===== config.mk =====
export PLATFORM = sky130hd
export DESIGN_NAME = rr_mux4_arbiter_flat
export DESIGN_NICKNAME = d
export VERILOG_FILES = /design/src/rtl/rr_mux4_arbiter_pkg.sv /design/src/rtl/rr_mux4_arbiter_if.sv /design/src/rtl/rr_mux4_arbiter_pick4.sv /design/src/rtl/rr_mux4_arbiter.sv /design/src/flat_wrapper.sv
export SDC_FILE = /design/constraint.sdc
export NUM_CORES = 1
export LEC_CHECK = 0
export CAP_MARGIN = 10
export CELL_PAD_IN_SITES_DETAIL_PLACEMENT = 0
export CELL_PAD_IN_SITES_GLOBAL_PLACEMENT = 1
export CORE_MARGIN = 3
export CORE_UTILIZATION = 27
export CTS_CLUSTER_SIZE = 10
export DETAILED_ROUTE_END_ITERATION = 8
export GPL_ROUTABILITY_DRIVEN = 0
export PLACE_DENSITY = 0.89
export SETUP_SLACK_MARGIN = 0.15
export SYNTH_ARGS = -nofsm -noshare
export SYNTH_HDL_FRONTEND = slang
export SYNTH_SLANG_ARGS = --single-unit

===== constraint.sdc =====
create_clock -name clk -period 1.9 [get_ports clk]
set_input_delay 0.19 -clock clk [delete_from_list [all_inputs] [get_ports clk]]
set_output_delay 0.19 -clock clk [all_outputs]
set_load 0.02 [all_outputs]

===== src/rtl/rr_mux4_arbiter_pkg.sv =====
// Shared types and constants for the four-way round-robin stream arbiter.
// The FSM states stay plain constants so older tools can read them.
package rr_mux4_arbiter_pkg;

    localparam int unsigned NUM_REQ = 4;

    typedef logic [1:0] idx_t;
    typedef logic [0:0] state_t;

    localparam state_t IDLE = 1'b0;
    localparam state_t OWN  = 1'b1;

endpackage


===== src/rtl/rr_mux4_arbiter_if.sv =====
// Bundle of the requester-side and output-side stream signals of the arbiter.
// The master modport is the environment side; the slave modport is the arbiter side.
interface rr_mux4_arbiter_if
    import rr_mux4_arbiter_pkg::*;
#(
    parameter int unsigned WIDTH = 8
) ();

    logic [NUM_REQ-1:0]       req_valid;
    logic [NUM_REQ*WIDTH-1:0] req_data;
    logic [NUM_REQ-1:0]       req_last;
    logic [NUM_REQ-1:0]       req_ready;
    logic                     out_valid;
    logic [WIDTH-1:0]         out_data;
    logic                     out_last;
    logic                     out_ready;
    idx_t                     sel;
    logic                     busy;

    modport master (
        output req_valid, req_data, req_last, out_ready,
        input  req_ready, out_valid, out_data, out_last, sel, busy
    );

    modport slave (
        input  req_valid, req_data, req_last, out_ready,
        output req_ready, out_valid, out_data, out_last, sel, busy
    );

endinterface


===== src/rtl/rr_mux4_arbiter_pick4.sv =====
// Combinational round-robin pick: first set request at or after ptr, modulo four.
// The request vector is rotated, fixed-priority scanned, and the offset is added back.
module rr_pick4
    import rr_mux4_arbiter_pkg::*;
(
    input  logic [NUM_REQ-1:0] req,
    input  idx_t               ptr,
    output logic               found,
    output idx_t               idx
);

    logic [NUM_REQ-1:0] rot;
    idx_t               off;

    always_comb begin
        rot = req;
        unique case (ptr)
            2'd0: rot = req;
            2'd1: rot = {req[0],   req[3:1]};
            2'd2: rot = {req[1:0], req[3:2]};
            2'd3: rot = {req[2:0], req[3]};
        endcase
    end

    // Scan high to low so the lowest set bit wins.
    always_comb begin
        off = '0;
        for (int i = NUM_REQ - 1; i >= 0; i--) begin
            if (rot[i]) begin
                off = idx_t'(i);
            end
        end
    end

    assign found = |rot;
    assign idx   = off + ptr;

endmodule


===== src/rtl/rr_mux4_arbiter.sv =====
// Round-robin arbiter steering one of four valid/ready streams onto a single output.
// A grant lasts until the owner's last beat or MAX_BURST accepted beats, then priority rotates.
module rr_mux4_arbiter
    import rr_mux4_arbiter_pkg::*;
#(
    parameter int unsigned WIDTH     = 8,
    parameter int unsigned MAX_BURST = 4
) (
    input logic               clk,
    input logic               reset,
    rr_mux4_arbiter_if.slave  bus
);

    localparam logic [7:0] BURST_LAST = 8'(MAX_BURST - 1);

    state_t           state_q, state_d;
    idx_t             sel_q, sel_d;
    idx_t             ptr_q, ptr_d;
    logic [7:0]       beat_cnt_q, beat_cnt_d;

    logic             found;
    idx_t             win;
    logic             own;
    logic             xfer;
    logic             done;
    logic [NUM_REQ-1:0] ready;
    logic [WIDTH-1:0] data_arr [NUM_REQ];

    rr_pick4 u_pick (
        .req   (bus.req_valid),
        .ptr   (ptr_q),
        .found (found),
        .idx   (win)
    );

    always_comb begin
        for (int i = 0; i < NUM_REQ; i++) begin
            data_arr[i] = bus.req_data[i*WIDTH +: WIDTH];
        end
    end

    // Output steering is purely a function of the registered owner.
    always_comb begin
        ready = '0;
        if (own) begin
            ready[sel_q] = bus.out_ready;
        end
    end

    assign own           = (state_q == OWN);
    assign bus.out_valid = own & bus.req_valid[sel_q];
    assign bus.out_data  = own ? data_arr[sel_q] : '0;
    assign bus.out_last  = own & bus.req_last[sel_q];
    assign bus.req_ready = ready;
    assign bus.sel       = sel_q;
    assign bus.busy      = own;

    assign xfer = bus.out_valid & bus.out_ready;
    assign done = xfer & (bus.out_last | (beat_cnt_q == BURST_LAST));

    always_comb begin
        state_d    = state_q;
        sel_d      = sel_q;
        ptr_d      = ptr_q;
        beat_cnt_d = beat_cnt_q;
        unique case (state_q)
            IDLE: begin
                if (found) begin
                    sel_d      = win;
                    beat_cnt_d = '0;
                    state_d    = OWN;
                end
            end
            OWN: begin
                if (done) begin
                    state_d    = IDLE;
                    ptr_d      = sel_q + 2'd1;
                    beat_cnt_d = '0;
                end else if (xfer) begin
                    beat_cnt_d = beat_cnt_q + 8'd1;
                end
            end
            default: state_d = IDLE;
        endcase
    end

    always_ff @(posedge clk) begin
        if (reset) begin
            state_q    <= IDLE;
            sel_q      <= '0;
            ptr_q      <= '0;
            beat_cnt_q <= '0;
        end else begin
            state_q    <= state_d;
            sel_q      <= sel_d;
            ptr_q      <= ptr_d;
            beat_cnt_q <= beat_cnt_d;
        end
    end

endmodule


===== src/flat_wrapper.sv =====
// flat-port wrapper written by rule: the top's interface ports become plain ports
module rr_mux4_arbiter_flat import rr_mux4_arbiter_pkg::*;
#(
    parameter int unsigned WIDTH     = 8,
    parameter int unsigned MAX_BURST = 4
)
  (clk, reset, bus_req_valid, bus_req_data, bus_req_last, bus_out_ready, bus_req_ready, bus_out_valid, bus_out_data, bus_out_last, bus_sel, bus_busy);
  rr_mux4_arbiter_if #(.WIDTH(WIDTH)) bus_i ();
  input logic clk;
  input logic reset;
  input wire logic [$bits(bus_i.req_valid)-1:0] bus_req_valid;
  input wire logic [$bits(bus_i.req_data)-1:0] bus_req_data;
  input wire logic [$bits(bus_i.req_last)-1:0] bus_req_last;
  input wire logic [$bits(bus_i.out_ready)-1:0] bus_out_ready;
  output wire logic [$bits(bus_i.req_ready)-1:0] bus_req_ready;
  output wire logic [$bits(bus_i.out_valid)-1:0] bus_out_valid;
  output wire logic [$bits(bus_i.out_data)-1:0] bus_out_data;
  output wire logic [$bits(bus_i.out_last)-1:0] bus_out_last;
  output wire logic [$bits(bus_i.sel)-1:0] bus_sel;
  output wire logic [$bits(bus_i.busy)-1:0] bus_busy;
  assign bus_i.req_valid = bus_req_valid;
  assign bus_i.req_data = bus_req_data;
  assign bus_i.req_last = bus_req_last;
  assign bus_i.out_ready = bus_out_ready;
  assign bus_req_ready = bus_i.req_ready;
  assign bus_out_valid = bus_i.out_valid;
  assign bus_out_data = bus_i.out_data;
  assign bus_out_last = bus_i.out_last;
  assign bus_sel = bus_i.sel;
  assign bus_busy = bus_i.busy;
  rr_mux4_arbiter #(.WIDTH(WIDTH), .MAX_BURST(MAX_BURST)) u_core (.clk(clk), .reset(reset), .bus(bus_i));
endmodule

# After elaboration in Yosys (flattened, before gate mapping)
# Cells that the tools add are included.
classes:
  order_cmp: 3
  addsub: 3
  bitwise: 8
  n_reduce_logical: 6
  n_eq_ne: 6
  mux: 23
ops:
  columns: ["operator", "count"]
  rows:
  - ["2-to-1 mux 8 bit", 6]
  - ["binary-select mux 8 bit (select 2 bit)", 1]
  - ["case mux 4 bit (4 select lines)", 1]
  - ["case mux 8 bit (2 select lines)", 1]
  - ["adder 8 x 1 -> 8 bit, second input constant", 1]
  - ["equality test 8 x 2 -> 1 bit, second input constant", 1]
  - ["2-to-1 mux 2 bit", 4]
  - ["AND reduction 2 bit", 3]
  - ["2-to-1 mux 1 bit", 5]
  - ["AND 1 bit", 4]
  - ["AND 4 bit", 1]
  - ["binary-select mux 1 bit (select 2 bit)", 2]
  - ["equality test 2 bit, second input constant", 2]
  - ["2-to-1 mux 4 bit", 1]
  - ["OR reduction 4 bit", 1]
  - ["greater-or-equal comparator 3 bit, second input constant", 1]
  - ["< comparator 2 x 3 -> 1 bit, second input constant", 1]
  - ["inequality test 3 bit, second input constant", 1]
  - ["NOT 2 -> 3 bit", 1]
  - ["adder 2 x 1 -> 2 bit, second input constant", 1]
  - ["adder 2 bit", 1]
  - ["demux 1 bit (select 2 bit)", 1]
  - ["equality test 2 x 1 -> 1 bit, second input constant", 1]
  - ["greater-or-equal comparator 2 x 1 -> 1 bit, second input constant", 1]
  - ["6 further kinds", 6]
word_totals:
  register_bits: 13
  inputBits: 43
  wordCells: 53
  out_inout_bits: 17

# Longest topological paths before layout
depth:
  word_depth: 7
  depth_mapped: 8
  mapped_depth_nobuf: 8

# Cells and area by module
# Synthesis repeated with hierarchy kept, for this count alone.
unflattened:
  hier_cells: 149
  hier_area_um2: 1298.7
by_module_without_submodules:
  columns: ["module", "seq_area_each_um2", "cells_per_inst", "instances", "area_per_inst_um2"]
  rows:
  - ["rr_mux4_arbiter", 260.2, 117, 1, 1108.6]
  - ["rr_pick4", 0.0, 32, 1, 190.2]

# Least setup slack after synthesis
# OpenSTA, ideal clock, no wires.
synth_timing:
  path_kind: "reg-to-reg"
  startpoint: "register u_core.sel_q[0] (netlist: u_core.bus.sel[0])"
  endpoint: "register u_core.beat_cnt_q[1]"
  required_time_ns: 1.764
  slack_ns: 0.036
  synth_period_minus_slack_ns: 1.864
  setup_ns: 0.136
  n_path_buf: 1
  arrival_time_ns: 1.729
  stages_incl_launch_ff: 6
  path_cell_list: "dfxtp_1 > mux4_2 > a2bb2oi_2 > buf_2 > mux2i_1 > nor2_1"
synth_between:
  elab_chain_cells: 7
  word_cells_on_any_way: 13
  cone_classes: "1 x eq/ne; 6 x mux; 5 x bitwise; 1 x reduce/logical"
synth_rtl:
  columns: ["element", "line", "text"]
  rows:
  - ["start, declared", "rr_mux4_arbiter.sv:17", "idx_t sel_q, sel_d;"]
  - ["start signal, assigned", "rr_mux4_arbiter.sv:95", "sel_q <= sel_d;"]
  - ["binary-select mux 1 bit (select 2 bit), on equally long branches", "rr_mux4_arbiter.sv:51, rr_mux4_arbiter.sv:53", null]
  - ["2-to-1 mux 1 bit, on equally long branches", "rr_mux4_arbiter.sv:51, rr_mux4_arbiter.sv:53", null]
  - ["AND 1 bit, on equally long branches", "rr_mux4_arbiter.sv:51, rr_mux4_arbiter.sv:53", null]
  - ["AND 1 bit / bitwise OR 1 bit (equally long branches)", "rr_mux4_arbiter.sv:58, rr_mux4_arbiter.sv:59", null]
  - ["AND 1 bit", "rr_mux4_arbiter.sv:59", "assign done = xfer & (bus.out_last | (beat_cnt_q == BURST_LAST));"]
  - ["2-to-1 mux 8 bit / inequality test 3 bit (equally long branches)", null, null]
  - ["case mux 8 bit (2 select lines) / AND reduction 2 bit (equally long branches)", null, null]
  - ["end signal, assigned", "rr_mux4_arbiter.sv:97", "beat_cnt_q <= beat_cnt_d;"]
  - ["end, declared", "rr_mux4_arbiter.sv:19", "logic [7:0] beat_cnt_q, beat_cnt_d;"]
# Parallel ways exist; a longest one is shown, timed or not. The select of a mux whose other input is x is not followed.
# A chain may end at the register's enable or synchronous reset.

# Worst setup path after layout
layout_timing:
  startpoint: "register u_core.sel_q[0] (netlist: u_core.bus.sel[0])"
  endpoint: "register u_core.beat_cnt_q[3]"
# Same word-level chain as after synthesis.

==> impl_metrics.toml <==
[yosys]
yosys.area.top_type = "dfxtp_1"
syn_inst = 122
synth.distinct_cells = 32
synth_mux_area_frac = 0.240
netlist_area_mm2 = 0.00111
synth_top_area_share = 0.233
async_flop_share = 0
ys_seq_area_frac = 0.233
avgSynthCellArea_um2 = 9.14
synth_warnings = 0
synth-xor-area-share = 0.0236
synth-compound-area-share = 0.146
yosys.area_share.simple = 0.257
ys.flop_type = "dfxtp_1"
netlist_top_cells_count = "13 x and2_1, 13 x dfxtp_1, 11 x a21oi_1, 11 x mux4_2, 9 x nor2_1"
synth_fa_ha_area_frac = 0.0673
synth_top_family_by_area = "simple AND/OR/NAND/NOR gates"
ys_seq_elements = 13
synth_edf_count = 0
synth_area_leaders = "dfxtp_1 23%, mux4_2 22%, and2_1 7.3%"
syn_nets = 171

[floorplanning]
die_h_um = 70.3
die_area_mm2 = 0.00494
die_w_um = 70.3
rows = 22
start_util = 0.291
num_io_pins = 60
coreArea_mm2 = 0.00383

[critical_path]
r2r-end = "u_core.beat_cnt_q[3]"
worstPathMaxFanout = 7
critPathLaunchType = "flip-flop"
crit_required_ps = 2030
reg2reg_depth = 7
critical_path_arrival_ps = 1980
reg2reg_slack_ps = 60
crit_type = "flip-flop to flip-flop"
timing.rr.start = "u_core.bus.sel[0]"
endpoint_kind = "flip-flop"

[pwr]
power.density_mw_per_mm2 = 486
p_sw_frac = 0.292
peakVddDrop_uv = 509
clock_power_share = 0.232
p_leak_nw = 0.878
internal-power_w = 0.000748
p_switching_w = 0.000308
comb_power_share = 0.486
seqPwrFrac = 0.282

[timing]
setup_ws_ps = 56.4
fmax_ghz = 0.542
rsz0062_at_grt = "yes"
finalSetupViolCount = 0
finalClockSkew_ps = 4.41
hold_viol_final = 0
finalCritPeriodShare = 0.970
holdWs_ps = 507
worst_slew_pin_slew_ps = 483
final_max_slew_viol_count = 0
fin_crit_ps = 1840
slew_headroom = 0.673

[cts]
clk_latency_ps = 240
numClockSinks = 13
cts-buffers-inserted = 3
htreeDepth = 1
path_clk_slew_ps = 60
cts_buffer_depth = 2
cts_tree = "done"
root_buffer = "clkbuf_8"

[global_routing]
use_met3 = 0.0187
grt_overflow = 0
grt_pass1_vias = 1376
use_met1 = 0.168
grt.total_usage = 0.155
antenna_found_initial = 0
met2_usage = 0.298
grt_pass1_wl_mm = 6.33
grt_max_degree = 14
busiest_layer = "met2"

[hold_path]
holdPathStages = 2
whs_endpoint = "u_core.beat_cnt_q[7]"
worstHoldStart = "u_core.beat_cnt_q[7]"
hp-class = "flip-flop to flip-flop"

[status]
status = "complete, no violations"

[routing]
drc_errors = 0
drt_first_pass_iters = 4
drtAntennaViolNets = 0
totalWireLength_mm = 3.84
vias = 1319
drt_iter0_drc = 25
via_per_inst = 5.15
avgRoutedWirePerCell_um = 15.0

[finish]
nNetsFinal = 258
syn_to_final_growth_pct = 95.2
antennaDiodeCount = 0
fillCellCount = 312
layout.core_utilization = 0.569
drive_gt1_frac = 0.409

[placed_design]
dp_hpwl_mm = 2.98
pre_cts_ws_ps = -221
port_buffers = 59

[run]
cap_viol_max_count = 0
-- worst max path at each step --
stage	start	endpoint	slack, ps
4_1_cts	u_core.bus.sel[0]	bus_out_last	30
3_5_place_dp	bus_req_valid[2]	u_core.bus.sel[1]	-220
2_1_floorplan	u_core.bus.sel[0]	u_core.beat_cnt_q[1]	160
3_3_place_gp	bus_req_valid[2]	u_core.bus.sel[1]	-160
5_1_grt	u_core.bus.sel[0]	u_core.beat_cnt_q[0]	-10
6_report	u_core.bus.sel[0]	u_core.beat_cnt_q[3]	60
-- power by group through the flow --
stage | clock network [W] | registers, W | logic [W]
after global placement | 0 | 0.000300 | 0.000421
after CTS | 0.000254 | 0.000296 | 0.000453
after detailed placement | 0 | 0.000301 | 0.000434
after global routing | 0.000265 | 0.000299 | 0.000551
after floorplan | 0 | 0.000310 | 0.000183
final | 0.000246 | 0.000298 | 0.000514
-- through the flow --
| stage | area (um^2) | setup TNS (ps) | total power, W | instances |
|---|---|---|---|---|
| 2_1_floorplan | 1120 | 0 | 0.000493 | 122 |
| 3_3_place_gp | 1930 | -1240 | 0.000721 | 247 |
| 3_5_place_dp | 1930 | -1830 | 0.000734 | 247 |
| 4_1_cts | 2030 | 0 | 0.00100 | 255 |
| 5_1_grt | 2180 | -14.2 | 0.00111 | 256 |
| 6_report | 2180 | 0 | 0.00106 | 256 |
-- critical path: stages (launching register included) --
cell and delay (ps):
dfxtp_4 370, buf_12 120, mux4_2 520, buf_6 140
a2bb2oi_4 240, buf_6 170, or3_1 110, a21oi_1 60
-- final cells by class --
class / count / area, um^2 / share of cell area
inverter: 4 / 15.0 / 0.00690
clock buffer: 4 / 45.0 / 0.0207
timing repair buffer: 87 / 858 / 0.394
multi-input combinational: 100 / 931 / 0.428
sequential: 13 / 267 / 0.122
tap: 48 / 60.1 / 0.0276
-- sequential cells by signal (all words and copies together), names as in the netlist --
name               flops
u_core.beat_cnt_q      8
u_core.bus.sel         2
u_core.bus.busy        1
u_core.ptr_q           2
-- cell families after synthesis --
logic type / count (synthesis)
buffers and inverters: 9
AO/OA/AOI/OAI: 27
adder cells (fa/ha/maj): 6
AND/OR/NAND/NOR: 51
XOR/XNOR: 3
flip-flops: 13
multiplexers: 13
-- layout by cell type, fill, tap and decap left out, types with 2 or more instances in the layout --
cell type / count
clkbuf_8: 3
o211ai_1: 2
dlygate4sd2_1: 6
dfxtp_2: 2
o31ai_1: 2
a21oi_1: 8
o21ai_2: 4
buf_12: 2
or3_1: 4
mux2i_1: 2
a21oi_2: 3
nand2_1: 3
buf_6: 18
ha_1: 5
dfxtp_1: 10
nand4_1: 2
clkdlybuf4s50_1: 41
buf_4: 18
and2_4: 10
inv_1: 4
and2_1: 3
nand3_1: 4
nor2_1: 9
o21ai_1: 2
or2_2: 2
and3_1: 4
mux4_2: 11
-- routing by layer --
layer | wire, um | vias up
met3 | 161 | 6
met1 | 1410 | 645
met2 | 2220 | 35
met5 | 0 | -
met4 | 46 | 0
li1 | - | 633
-- timing repair --
action / in CTS / in global routing
setup buffers: 4 / 1
endpoints found under the hold margin: 0 / 0
pin swaps: 12 / 19
endpoints found under the setup margin: 26 / 24
hold buffers: 0 / 0
resized for setup: 67 / 49
Power figures use the tool's default switching activity.
